$ cat src/rtl/iterative_divider_if.sv
// Start/busy/done handshake between pipeline control and the iterative divider.
// The pipeline side uses the master modport, the divider the slave modport.
interface iterative_divider_if #(
    parameter int WIDTH = 32
);
    logic             start;
    logic             is_signed;
    logic [WIDTH-1:0] dividend;
    logic [WIDTH-1:0] divisor;
    logic             busy;
    logic             done;
    logic [WIDTH-1:0] quotient;
    logic [WIDTH-1:0] remainder;
    logic             div_by_zero;

    modport master (
        output start, is_signed, dividend, divisor,
        input  busy, done, quotient, remainder, div_by_zero
    );

    modport slave (
        input  start, is_signed, dividend, divisor,
        output busy, done, quotient, remainder, div_by_zero
    );
endinterface

$ cat src/rtl/iterative_divider.sv
// Restoring 32-bit divider, one quotient bit per cycle through Comparator_32bit.
// Signed DIV/REM support is built only when DIVIDER_SIGNED_EN is defined.
module Comparator_32bit (
    input  logic [31:0] m,
    input  logic [31:0] n,
    output logic        result
);
    assign result = (m >= n);
endmodule

module iterative_divider #(
    parameter int WIDTH = 32
) (
    input  logic               clk,
    input  logic               rst_n,
    iterative_divider_if.slave bus
);
    typedef enum logic [1:0] {IDLE, RUN, FIX} state_t;

    state_t           state, state_next;
    logic [WIDTH-1:0] r, q, dvs;
    logic [4:0]       cnt;
    logic             dz_flag;
    logic [WIDTH-1:0] quotient_q, remainder_q;
    logic             done_q, dz_q;

    logic             accept, is_zero, is_ovf;
    logic [WIDTH-1:0] dvd_mag, dvs_mag;
    logic             carry, cmp_ge, ge;
    logic [WIDTH-1:0] t, diff, q_fix, r_fix;

    // A start arriving in the done cycle is dropped; restart is one cycle later.
    assign accept  = (state == IDLE) && bus.start && !done_q;
    assign is_zero = (bus.divisor == '0);

    assign {carry, t} = {r, q[WIDTH-1]};
    assign diff       = t - dvs;
    assign ge         = carry | cmp_ge;

    Comparator_32bit u_cmp (
        .m      (t),
        .n      (dvs),
        .result (cmp_ge)
    );

`ifdef DIVIDER_SIGNED_EN
    logic sign_q, sign_r, q_neg, r_neg, special;

    always_comb begin
        dvd_mag = bus.dividend;
        dvs_mag = bus.divisor;
        sign_q  = 1'b0;
        sign_r  = 1'b0;
        is_ovf  = 1'b0;
        if (bus.is_signed) begin
            if (bus.dividend[WIDTH-1]) dvd_mag = -bus.dividend;
            if (bus.divisor[WIDTH-1])  dvs_mag = -bus.divisor;
            sign_q = bus.dividend[WIDTH-1] ^ bus.divisor[WIDTH-1];
            sign_r = bus.dividend[WIDTH-1];
            is_ovf = (bus.dividend == {1'b1, {(WIDTH-1){1'b0}}}) && (&bus.divisor);
        end
    end

    always_ff @(posedge clk) begin
        if (!rst_n) begin
            q_neg   <= 1'b0;
            r_neg   <= 1'b0;
            special <= 1'b0;
        end else if (accept) begin
            q_neg   <= sign_q;
            r_neg   <= sign_r;
            special <= is_zero | is_ovf;
        end
    end

    // Special-case results were loaded already signed, so they bypass the fix.
    always_comb begin
        q_fix = q;
        r_fix = r;
        if (!special) begin
            if (q_neg) q_fix = -q;
            if (r_neg) r_fix = -r;
        end
    end
`else
    logic unused_is_signed;

    assign unused_is_signed = bus.is_signed;

    always_comb begin
        dvd_mag = bus.dividend;
        dvs_mag = bus.divisor;
        is_ovf  = 1'b0;
        q_fix   = q;
        r_fix   = r;
    end
`endif

    always_ff @(posedge clk) begin
        if (!rst_n) state <= IDLE;
        else        state <= state_next;
    end

    always_comb begin
        state_next = state;
        bus.busy   = (state != IDLE);
        case (state)
            IDLE: if (accept) state_next = (is_zero || is_ovf) ? FIX : RUN;
            RUN:  if (cnt == 5'd0) state_next = FIX;
            FIX:  state_next = IDLE;
            default: state_next = IDLE;
        endcase
    end

    always_ff @(posedge clk) begin
        if (!rst_n) begin
            r           <= '0;
            q           <= '0;
            dvs         <= '0;
            cnt         <= 5'd0;
            dz_flag     <= 1'b0;
            quotient_q  <= '0;
            remainder_q <= '0;
            done_q      <= 1'b0;
            dz_q        <= 1'b0;
        end else begin
            done_q <= 1'b0;
            case (state)
                IDLE: begin
                    if (accept) begin
                        dvs     <= dvs_mag;
                        cnt     <= 5'd31;
                        dz_flag <= is_zero;
                        if (is_zero) begin
                            q <= '1;
                            r <= bus.dividend;
                        end else if (is_ovf) begin
                            q <= {1'b1, {(WIDTH-1){1'b0}}};
                            r <= '0;
                        end else begin
                            q <= dvd_mag;
                            r <= '0;
                        end
                    end
                end
                RUN: begin
                    r   <= ge ? diff : t;
                    q   <= {q[WIDTH-2:0], ge};
                    cnt <= cnt - 5'd1;
                end
                FIX: begin
                    quotient_q  <= q_fix;
                    remainder_q <= r_fix;
                    dz_q        <= dz_flag;
                    done_q      <= 1'b1;
                end
                default: ;
            endcase
        end
    end

    assign bus.done        = done_q;
    assign bus.quotient    = quotient_q;
    assign bus.remainder   = remainder_q;
    assign bus.div_by_zero = dz_q;
endmodule
$ cat src/flat_wrapper.sv
// flat-port wrapper written by rule: the top's interface ports become plain ports
module iterative_divider_flat 
#(
    parameter int WIDTH = 32
)
  (clk, rst_n, bus_start, bus_is_signed, bus_dividend, bus_divisor, bus_busy, bus_done, bus_quotient, bus_remainder, bus_div_by_zero);
  iterative_divider_if #(.WIDTH(WIDTH)) bus_i ();
  input  logic clk;
  input  logic rst_n;
  input wire logic [$bits(bus_i.start)-1:0] bus_start;
  input wire logic [$bits(bus_i.is_signed)-1:0] bus_is_signed;
  input wire logic [$bits(bus_i.dividend)-1:0] bus_dividend;
  input wire logic [$bits(bus_i.divisor)-1:0] bus_divisor;
  output wire logic [$bits(bus_i.busy)-1:0] bus_busy;
  output wire logic [$bits(bus_i.done)-1:0] bus_done;
  output wire logic [$bits(bus_i.quotient)-1:0] bus_quotient;
  output wire logic [$bits(bus_i.remainder)-1:0] bus_remainder;
  output wire logic [$bits(bus_i.div_by_zero)-1:0] bus_div_by_zero;
  assign bus_i.start = bus_start;
  assign bus_i.is_signed = bus_is_signed;
  assign bus_i.dividend = bus_dividend;
  assign bus_i.divisor = bus_divisor;
  assign bus_busy = bus_i.busy;
  assign bus_done = bus_i.done;
  assign bus_quotient = bus_i.quotient;
  assign bus_remainder = bus_i.remainder;
  assign bus_div_by_zero = bus_i.div_by_zero;
  iterative_divider #(.WIDTH(WIDTH)) u_core (.clk(clk), .rst_n(rst_n), .bus(bus_i));
endmodule
$ cat config.mk
export PLATFORM = sky130hd
export DESIGN_NAME = iterative_divider_flat
export DESIGN_NICKNAME = d
export VERILOG_FILES = /design/src/rtl/iterative_divider_if.sv /design/src/rtl/iterative_divider.sv /design/src/flat_wrapper.sv
export SDC_FILE = /design/constraint.sdc
export NUM_CORES = 1
export LEC_CHECK = 0
export ABC_AREA = 1
export CAP_MARGIN = 10
export CORE_MARGIN = 5
export CORE_UTILIZATION = 45
export CTS_CLUSTER_DIAMETER = 30
export DETAILED_ROUTE_END_ITERATION = 16
export HOLD_SLACK_MARGIN = 0.08
export PLACE_DENSITY = 0.74
export SETUP_SLACK_MARGIN = 0.4
export SYNTH_ARGS = -nofsm -noshare
export SYNTH_HDL_FRONTEND = slang
export SYNTH_HIERARCHICAL = 1
export SYNTH_SLANG_ARGS = --single-unit
export TNS_END_PERCENT = 1
$ cat constraint.sdc
create_clock -name clk -period 2.5 [get_ports clk]
set_clock_uncertainty 0.05 [all_clocks]
set_input_delay 0.25 -clock clk [delete_from_list [all_inputs] [get_ports clk]]
set_output_delay 0.25 -clock clk [all_outputs]
set_load 0.05 [all_outputs]
==> results of run 1 <==
-- metrics by stage --
step,instances,setup slack [ns],utilization (%)
after CTS,2000,0.246,56.5
after global placement,1962,0.179,52.6
final,2001,0.250,56.9
after global routing,2001,0.156,56.9
after detailed placement,1962,0.104,52.6
after floorplan,1585,0.428,-
-- power groups by stage --
stage | Combinational [W] | Sequential, W | Clock, W
after global placement | 0.00436 | 0.00327 | 0
after global routing | 0.00541 | 0.00328 | 0.00292
after CTS | 0.00476 | 0.00324 | 0.00281
after floorplan | 0.00291 | 0.00344 | 0
final | 0.00491 | 0.00325 | 0.00275
after detailed placement | 0.00442 | 0.00328 | 0
-- final cells by class --
cell class / instances / area [um^2]
tap: 285 / 357
inverter: 258 / 973
clock buffer: 18 / 429
sequential: 170 / 3430
fill: 2204 / 9730
clock inverter: 14 / 183
multi-input combinational: 1086 / 5770
timing repair buffer: 170 / 1700
-- cells by family after synthesis --
family                   count (synthesis)  share of synthesized area (%)
AND/OR/NAND/NOR                        595                           23.2
buffers and inverters                  329                           12.8
flip-flops                             170                           33.2
adder cells (fa/ha/maj)                 66                           8.12
AO/OA/AOI/OAI                          411                           21.5
XOR/XNOR                                14                           1.20
-- worst min-delay path: stages --
cell      delay, ns
buf_4          0.12
clkinv_1       0.21
a21oi_1        0.06
-- sequential cells by signal, indices dropped and copies added, names as in the netlist --
signal / count
u_core/bus.quotient: 32
u_core/dvs: 32
u_core/r: 32
u_core/bus.div_by_zero: 1
u_core/bus.remainder: 32
u_core/cnt: 5
u_core/q: 32
u_core/state: 2
u_core/bus.done: 1
u_core/dz_flag: 1
-- placed cells by master (no fill, tap or decap), drive strengths merged, types with 23 or more instances in the layout --
cell / instances
a21oi: 197
a41oi: 23
buf: 38
clkdlybuf4s50: 132
dfxtp: 170
ha: 65
inv: 262
nand2: 402
nand3: 46
nor2: 135
o21ai: 175
-- routing by layer --
layer / routed length (um) / vias to the layer above / share of wire, % / GRT usage (%)
li1: - / 5306 / - / -
met5: 0 / - / 0 / 0
met4: 319 / 0 / 1.0 / 4.77
met1: 14400 / 4712 / 47 / 32.1
met3: 2070 / 25 / 6.7 / 3.67
met2: 14100 / 338 / 46 / 38.1
-- final timing paths --
check	start	endpoint	slack, ns	depth (start not counted)
worst max-delay path	u_core/r[22]	u_core/r[26]	0.25	12
worst min-delay path	rst_n	u_core/q[28]	0.22	3
worst max register to register	u_core/r[22]	u_core/r[26]	0.25	12
worst min register to register	u_core/q[24]	u_core/bus.quotient[24]	0.42	2
-- repair_timing --
action / CTS / global route
pin swaps: 21 / 10
setup buffers: 3 / 1
cloned: 3 / 0
hold buffers: 0 / 0
endpoints found under the setup margin: 34 / 35
resized for setup: 52 / 26
==> impl_metrics.ini, run 1 <==
[sta]
max_slew.worst_pin.slew_ns = 0.726
setup_violations = 0
maxSlewHeadroom_pct = 51.5
period_needed_ns = 2.25
setup_tns_ns = 0
fin_crit_sh_pct = 90.0
rsz0062_at_grt = true
slew_viol_final = 0
hold_slack_ns = 0.216
hold_violations = 0
fmax_mhz = 444

[worst_setup_path]
startpoint_type = flop
crit_type = flop to flop
cp_num_buf_inv = 2
arrival_ns = 2.53
crit_family = compound AO/OA/AOI/OAI gates
crit_slowest_cell = dfxtp_1
crit_fanout = 6
crit_required_ns = 2.78
end_kind = flop
cpPeakStageDelay_ns = 0.42
path_cells = ha_1 > a21oi_1 > o21a_1 > nand2_1 > a21oi_2 > nand2_4 > nor2_4 > inv_4 > buf_12 > nand3_1 > nand2_1 > a21oi_1

[power]
clkPwrFrac_pct = 25.2
p_per_area_mw_per_mm2 = 850
p_total_w = 0.0109
swShare_pct = 42.3
combinationalPowerShare_pct = 45.0
p_int_w = 0.00630
pwr-share-seq_pct = 29.8
vdd_drop_max_mv = 0.422
p_leak_nw = 5.88
p_sw_w = 0.00462

[layout]
nNetsFinal = 1837
final_area_mm2 = 0.0128
diodes = 0
drive_gt1_share_pct = 9.44
area_delta_synth_final_pct = 25.2

[global_routing]
antenna_found_initial = 0
grt_pass1_wl_um = 48900
globalRouteOverflowTotal = 0
grt_usage_pct = 23.1
grt_pass1_vias = 9456
grt_start_max_net_pins = 136

[die]
core-area_mm2 = 0.0226
start_util_pct = 45.4
fp.dieH_um = 161
io_pins = 135
dieArea_mm2 = 0.0259
rows = 55
die-width_um = 161

[placement]
gp_congestion = 0.904
placed_area_mm2 = 0.0119
numPortBuffers = 133
hpwl_um = 23000

[clock_tree]
ctsLongestPathBuffers = 2
root_buffer = clkbuf_16
clk_latency_ns = 0.43
cts_tree = done
cts_made_buffers = 17
clk_pin_slew_ns = 0.08
clkSinkCount = 170
htree_levels = 4

[logic_synthesis]
yosysWarnings = 6
synth-edff-count = 0
ys_seq_area_share_pct = 33.2
synth_area_leaders = dfxtp_1 (33%), nand2_1 (14%), a21oi_1 (9.4%)
yosys.area.top_type = dfxtp_1
yosysMostFrequentCell = nand2_1
syn-num-nets = 1719
ys_ff_latch = 170
synth_area_mm2 = 0.0103
synth_common_cells = nand2_1 (387), inv_1 (248), a21oi_1 (193)
synth_top_area_share_pct = 33.2
synth-async-reset-ratio_pct = 0
synth_flop_cell = dfxtp_1
ys_types = 35
avgSynthCellArea_um2 = 6.47
synth_cells = 1585

[route]
viasPerCell = 5.19
drt-total-wl_um = 30800
num_vias = 10400
detail-route-antenna-nets = 0
drtIter0Drc = 867
drc = 0
wire_per_inst_um = 15.4
first_pass_iters = 5

[job]
drv_cap = 0

[worst_hold_path]
holdCritPathClass = primary input to flop

[run_status]
status = completed
Power figures use the tool's default switching activity.
==> inputs of run 2 (changes only) <==
--- a/config.mk
+++ b/config.mk
@@ -18,4 +18,3 @@
 export SYNTH_HDL_FRONTEND = slang
 export SYNTH_HIERARCHICAL = 1
 export SYNTH_SLANG_ARGS = --single-unit
-export TNS_END_PERCENT = 1
==> impl_metrics.ini, run 2 (synthesis results as in run 1) <==
[layout]
layout_common_cells = nand2_1 (368), inv_1 (239), a21oi_1 (175)
multi_input_area_mm2 = 0.00597
fillers = 2171
drive_gt1_share_pct = 12.6
diodes = 0
seqCellArea_mm2 = 0.00344
nNetsFinal = 1841
area_delta_synth_final_pct = 27.5
mostFrequentLayoutCell = nand2_1

[worst_hold_path]
hp-start = rst_n
holdCritPathClass = primary input to flop
min_delay_path_depth = 3

[sta]
maxSlewHeadroom_pct = 61.9
fin_crit_sh_pct = 89.0
rsz0062_at_grt = true
fmax_mhz = 449
slew_viol_final = 0
setup_tns_ns = 0
max_slew.worst_pin.slew_ns = 0.571
hold_violations = 0
period_needed_ns = 2.22
setup_violations = 0

[placement]
numPortBuffers = 133
hpwl_um = 23000
gp_congestion = 0.904

[worst_setup_path]
crit_fanout = 6
crit_slowest_cell = dfxtp_2
worstSetupStartpoint = u_core/dvs[31]
cp_common_cell = a21oi_2
end_kind = flop
startpoint_type = flop
crit_family = compound AO/OA/AOI/OAI gates
r2r.worst_path.cells = 13
arrival_ns = 2.52
crit_type = flop to flop
crit_required_ns = 2.80
cp_num_buf_inv = 3
path_cells = inv_1 > ha_4 > a21oi_2 > o21a_1 > nand2_1 > a21oi_2 > nand2_4 > nor2_4 > inv_4 > buf_12 > a21oi_1 > o21ai_1 > a31oi_1
r2r_start = u_core/dvs[31]
cpPeakStageDelay_ns = 0.34
worst-path-stages = 13

[power]
swShare_pct = 42.5
vdd_drop_max_mv = 0.423
combinationalPowerShare_pct = 46.0
p_total_w = 0.0111
clkPwrFrac_pct = 24.8
p_leak_nw = 5.93
p_per_area_mw_per_mm2 = 852
p_sw_w = 0.00474
pwr-share-seq_pct = 29.2
p_int_w = 0.00640

[die]
fp.dieH_um = 161
dieArea_mm2 = 0.0259
core-area_mm2 = 0.0226
io_pins = 135
rows = 55
die-width_um = 161
start_util_pct = 45.4

[clock_tree]
root_buffer = clkbuf_16
cts_tree = done
cts_made_buffers = 17
clk_latency_ns = 0.43
cts-hold-fix-buffers = 0
htree_levels = 4
clkSinkCount = 170
clk_pin_slew_ns = 0.08
ctsLongestPathBuffers = 2

[route]
drt-total-wl_um = 31200
drc = 0
viasPerCell = 5.23
detail-route-antenna-nets = 0
drtIter0Drc = 798
first_pass_iters = 5
num_vias = 10500
wire_per_inst_um = 15.5

[global_routing]
grt_usage_pct = 23.2
antenna_found_initial = 0
grt_pass1_wl_um = 48900
grt_start_max_net_pins = 136
globalRouteOverflowTotal = 0
grt_pass1_vias = 9474

[run_status]
status = completed

[job]
drv_cap = 0
run 2: changes by cell type in the layout (fill, tap and decap cells not counted), sizes merged:
cell,previous run,this run
buf,38,42
clkdlybuf4s50,132,131
clkinv,6,7
dlygate4sd2,0,1
inv,262,261
run 2: worst paths after layout:
kind	to	slack [ns]
hold / removal	u_core/q[28]	0.22
setup / recovery	u_core/r[1]	0.28
setup reg to reg	u_core/r[1]	0.28
hold reg to reg	u_core/bus.quotient[24]	0.43
run 2: metal layers:
metal | vias to the layer above | part of all wire, % | track usage, %
met3 | 30 | 7.2 | 3.67
met2 | 334 | 46 | 38.3
met5 | - | 0 | 0
met4 | 0 | 1.2 | 5.12
li1 | 5317 | - | -
met1 | 4810 | 46 | 32.0
run 2: power groups by stage:
| stage | Sequential (W) | Combinational (W) | Clock, W |
|---|---|---|---|
| 4_1_cts | 0.00324 | 0.00482 | 0.00281 |
| 3_5_place_dp | 0.00328 | 0.00442 | 0 |
| 2_1_floorplan | 0.00344 | 0.00291 | 0 |
| 6_report | 0.00326 | 0.00513 | 0.00276 |
| 5_1_grt | 0.00329 | 0.00564 | 0.00292 |
| 3_3_place_gp | 0.00327 | 0.00436 | 0 |
run 2: layout make-up:
type / instances / share of cell area (%)
clock buffer: 18 / 3.28
multi-input combinational: 1086 / 45.6
tap: 285 / 2.73
inverter: 258 / 7.45
sequential: 170 / 26.3
timing repair buffer: 174 / 13.2
clock inverter: 14 / 1.40
run 2: metrics by stage:
stage	hold WS (ns)	worst slack [ns]	cell area (um^2)	instances	utilization [%]
2_1_floorplan	0.350	0.428	10300	1585	-
3_3_place_gp	0.410	0.179	11900	1962	52.6
3_5_place_dp	0.418	0.104	11900	1962	52.6
4_1_cts	0.206	0.253	12800	2001	56.7
5_1_grt	0.245	0.166	13100	2005	57.9
6_report	0.220	0.275	13100	2005	57.9
run 2: repair_timing:
action	4_1_cts	5_1_grt
setup buffers	4	4
pin swaps	29	25
endpoints found under the hold margin	0	0
endpoints found under the setup margin	34	34
cloned	3	0
resized for setup	65	77
run 2: tightest hold or removal path: cells and delay by family:
family / cells / cell delay, ns
buffers and inverters: 2 / 0.34
AO/OA/AOI/OAI: 1 / 0.06
==> patch 1 (settings of run 2) <==
Re-encode `state_t` (3 states) as one-hot, 3 bits wide.
--- a/src/rtl/iterative_divider.sv
+++ b/src/rtl/iterative_divider.sv
@@ -16,5 +16,5 @@
     iterative_divider_if.slave bus
 );
-    typedef enum logic [1:0] {IDLE, RUN, FIX} state_t;
+    typedef enum logic [2:0] {IDLE = 3'b001, RUN = 3'b010, FIX = 3'b100} state_t;
 
     state_t           state, state_next;
Check against the original RTL: no difference found for any inputs over 4 cycles, from zero or initial values and one cycle with rst_n low; so few cycles prove little.
==> patch 1 against run 2 <==
- combinational power shrank 34%
- sequential cell count grew 1
- worst setup slack lost 0.047 ns
- wire length grew 5.5%
- first-iteration DRC count grew 27%
- total power shrank 17%
- sequential share of layout area is essentially flat
- design area grew 0.63%
- area after synthesis shrank 0.62%
- die area shrank 0.58%
- critical path type unchanged
- largest cell class unchanged
==> patch 1: results (changes against run 2) <==
Crit-path slowest cell = dfxtp_1
Met3 routed WL = 2.949 mm (+31%)
Critical Path AT = 2.55 ns (+0.03 ns)
All-Layer GR Usage = 24.97% (+1.8 points)
Met1 WL = 14.71 mm (+3.4%)
Seq/Total Area, Yosys = 33.59% (+0.40 points)
Share of post-route cells with drive strength above 1 = 11.18% (-1.4 points)
Total number of vias = 10730 (+2.3%)
First-pass GRT wire length = 52.67 mm (+7.7%)
Worst-margin pin slew = 0.7385 ns (+0.1677 ns)
DP Wirelength = 24.03 mm (+4.5%)
Post-synthesis compound-gate area fraction = 21.96% (+0.50 points)
Status = complete, no violations
Largest net degree at the start of global routing = 103 (-24%)
Synth area leaders = dfxtp_1 (34%), nand2_1 (12%), inv_1 (9.5%)
Vias in the first global route = 10081 (+6.4%)
Post-Synth Adder-Cell Area = 8.176% (+0.051 points)
Final #Nets = 1839 (-0.11%)
Netlist cell types = 38 (+8.6%)
Place WS = 0.04054 ns (-0.06331 ns)
Most common library cells after synthesis = nand2_1 (321), inv_1 (258), a21oi_1 (189)
Routed length on met2 = 14.44 mm (+0.96%)
XOR/XNOR Fraction of Synth Area = 1.203% (+0.0075 points)
Dpl cell area = 0.01203 mm² (+1.3%)
Max IR drop VDD = 516.1 µV (+22%)
Routability cong. = 0.9676 (+7.0%)
Filler cells = 2089 (-3.8%)
Initial drt markers = 1014 (+27%)
I/O Buffers = 133 (unchanged)
-- patch 1: changes by cell type after synthesis, sizes merged, moves of 16 or more --
cell / run 2 / this run
o21ai: 175 / 159
clkbuf: 31 / 53
nand2: 402 / 324
nand3: 46 / 65
a41oi: 23 / 1
buf: 40 / 22
a31oi: 4 / 22
a221oi: 1 / 23
-- patch 1: timing repair --
action | CTS | global route
resized for setup | 84 | 29
setup buffers | 11 | 2
pin swaps | 32 | 22
cloned | 1 | 1
endpoints found under the setup margin | 34 | 33
-- patch 1: path summary, 6_finish.rpt --
check,from,to,slack (ns),cells after the start
min,rst_n,u_core/state[0],0.13,2
max reg2reg,u_core/r[18],u_core/r[4],0.23,14
min reg2reg,u_core/dvs[28],u_core/dvs[28],0.43,2
max,u_core/r[18],u_core/r[4],0.23,14
-- patch 1: final cells by class --
type | instances | area [µm²] | share of cell area (%)
Sequential cell | 171 | 3453 | 26.24
Tap cell | 285 | 356.6 | 2.709
Inverter | 262 | 983.4 | 7.472
Clock inverter | 15 | 195.2 | 1.483
Timing Repair Buffer | 195 | 1951 | 14.82
Multi-Input combinational cell | 1058 | 5797 | 44.04
Clock buffer | 17 | 425.4 | 3.232
-- patch 1: critical path: cells and delay by family (launching register included) --
kind / cells / cell delay (ns)
flops: 1 / 0.41
buf+inv: 2 / 0.24
compound gates: 6 / 0.65
fa+ha+maj: 1 / 0.27
simple gates: 5 / 0.52
-- patch 1: kinds of logic after synthesis --
kind of cell | count (synthesis)
AND/OR/NAND/NOR | 565
AO/OA/AOI/OAI | 413
buffers and inverters | 337
flip-flops | 171
adder cells (fa/ha/maj) | 66
XOR/XNOR | 14
-- patch 1: per-stage QoR --
stage	utilization (%)	instances	hold slack (ns)	total power, W
floorplan	-	1566	0.3195	0.005022
global placement	53.47	1956	0.4039	0.005950
finish	58.49	2003	0.1324	0.009233
CTS	57.78	2000	0.1220	0.009044
detailed placement	53.47	1956	0.4174	0.005985
global route	58.49	2003	0.1721	0.009734
-- patch 1: routing by layer --
layer,track usage [%],vias up
met3,4.183,54
met2,38.74,457
met1,35.81,4872
met4,7.118,0
met5,0,-
li1,-,5347
-- patch 1: report_power, final --
part / switching [W] / leakage, nW / internal, W
logic: 0.00211 / 4.43 / 0.00128
clock network: 0.00136 / 0.303 / 0.00145
registers: 0.000142 / 1.41 / 0.00290
total: 0.00360 / 6.14 / 0.00563
==> patch 2 (flow settings as in run 2) <==
Without the edit above. The option `DIVIDER_SIGNED_EN` is turned on by a define.
--- a/src/rtl/iterative_divider.sv
+++ b/src/rtl/iterative_divider.sv
@@ -1,4 +1,6 @@
 // Restoring 32-bit divider, one quotient bit per cycle through Comparator_32bit.
 // Signed DIV/REM support is built only when DIVIDER_SIGNED_EN is defined.
+`define DIVIDER_SIGNED_EN
+
 module Comparator_32bit (
     input  logic [31:0] m,
Function: changed (Yosys sat finds a counterexample within 4 cycles, from zero or initial values and one cycle with rst_n low).
==> patch 2 against run 2 <==
- area after synthesis increased by 37%
- worst hold slack lost 0.049 ns
- wire length is 78% higher
- total power up 29%
- design area increased by 41%
- die area up 34%
- count of clock-buffer cells in the layout stayed put
- worst setup slack got worse by 0.17 ns
- critical path depth increased by 3
- clock power up 3%
- sequential cell count is 3 higher
==> patch 2: results (changes against run 2) <==
DR WL/cell = 18.62 µm (+20%)
Clk slew on worst S/H paths = 0.07 ns
Vias in the first global route = 14791 (+56%)
Post-synthesis compound-gate area fraction = 19.55% (-1.9 points)
Combinational power = 0.00802 W (+56%)
XOR/XNOR Fraction of Synth Area = 4.246% (+3.1 points)
Seq/Total Area, Yosys = 24.69% (-8.5 points)
Routability cong. = 1.003 (+11%)
Initial antenna violation count = 0 (unchanged)
Async set-or-reset flop fraction in the synthesized netlist = 0% (unchanged)
I/O Buffers = 134 (+0.75%)
Most common library cells after synthesis = nand2_1 (563), inv_1 (375), nor2_1 (272)
Htree depth = 4 (unchanged)
Met3 routed WL = 5.611 mm (+150%)
First-pass DRT Iterations = 6 (+1)
Syn Area/Cell = 6.020 µm² (-7.0%)
Post-Layout Cell Count = 2975 (+48%)
Reg power frac = 24.3% (-4.9 points)
Netlist cell types = 53 (+51%)
Met1 WL = 25.15 mm (+77%)
YS warnings = 6 (unchanged)
Max IR drop VDD = 517.6 µV (+22%)
Worst hold-check path type = in -> reg
Dpl cell area = 0.01664 mm² (+40%)
First-pass GRT wire length = 83.38 mm (+70%)
Worst-margin pin slew = 0.8111 ns (+0.2404 ns)
Final #Nets = 2706 (+47%)
Top sig layer = met4
Status = complete, no violations
CTS Root Cell = clkbuf_16
Post-Synth Adder-Cell Area = 6.387% (-1.7 points)
Place WS = -0.1405 ns (-0.2443 ns)
DP Wirelength = 43.03 mm (+87%)
Worst-skew pair later-pin latency = 0.44 ns
Gate power share = 55.9% (+9.9 points)
Area occupied by multi-input gates = 0.009544 mm² (+60%)
Ant. Diodes = 0 (unchanged)
Clock buffer count from CTS = 17 (unchanged)
Drt via density = 5.442 (+4.0%)
All-Layer GR Usage = 29.94% (+6.8 points)
Syn_nets = 2469 (+44%)
CP max FO = 6 (unchanged)
LEAKAGE = 8.851 nW (+49%)
Largest net degree at the start of global routing = 88 (-35%)
Synth area leaders = dfxtp_1 (25%), nand2_1 (15%), inv_1 (10%)
Share of post-route cells with drive strength above 1 = 17.45% (+4.8 points)
CTS max path bufs = 2 (unchanged)
Filler cells = 2920 (+35%)
Mux cell area share after synthesis = 0.07136% (+0.071 points)
Placed cell count = 2915 (+49%)
Routed length on met2 = 22.98 mm (+61%)
Initial drt markers = 1737 (+120%)
Switch Pwr = 0.006682 W (+41%)
Critical Path AT = 2.66 ns (+0.14 ns)
patch 2: cell types whose count changed in the layout (fill, tap and decap cells not counted), sizes merged, moves of 41 or more:
cell and change:
nand2 +171, nor2 +150, inv +126, buf +124, nand3 +83, xor2 +47
o21ai +41
patch 2: cells by family (layout without fill, tap and decap cells):
family          Yosys count  after routing
simple gates           1060           1060
compound gates          489            489
buf+inv                 468            717
flops                   173            173
fa+ha+maj                71             71
xor+xnor                 68             68
mux                       1              1
patch 2: critical path, stage by stage (launching register included):
cell and delay, ns:
dfxtp_4 0.37, ha_4 0.25, nand2_2 0.06, nand2_2 0.06, nand2_1 0.07, nand2_1 0.06
nor2_2 0.11, nand2_1 0.08, nand2_1 0.06, nand2_1 0.06, nand2_1 0.07, nand2_2 0.06
nor2_4 0.16, clkinv_4 0.15, buf_6 0.14, o211ai_1 0.31, a21oi_1 0.13
patch 2: final cells by class:
class	count	share of cell area [%]
Timing Repair Buffer	300	15.21
Clock inverter	13	0.9768
Multi-Input combinational cell	1689	51.74
Inverter	386	7.950
Sequential cell	173	19.11
Tap cell	396	2.686
Clock buffer	18	2.327
patch 2: per-layer routing:
metal	up-vias	GRT usage [%]
met5	-	0
met4	0	9.221
li1	7944	-
met2	720	44.11
met3	100	7.250
met1	7427	43.25
patch 2: path summary, 6_finish.rpt:
check / start / endpoint / slack, ns / cells after the start
worst max-delay path: u_core/r[4] / u_core/r[10] / 0.11 / 16
worst min-delay path: rst_n / u_core/bus.quotient[11] / 0.17 / 3
worst max register to register: u_core/r[4] / u_core/r[10] / 0.11 / 16
worst min register to register: u_core/r_neg / u_core/r_neg / 0.41 / 2
patch 2: what timing repair did:
item,in CTS,in global routing
gates cloned,1,1
setup buffers,17,10
hold buffers,0,0
setup endpoints to repair,46,72
gates resized for setup,139,121
pin swaps,33,43
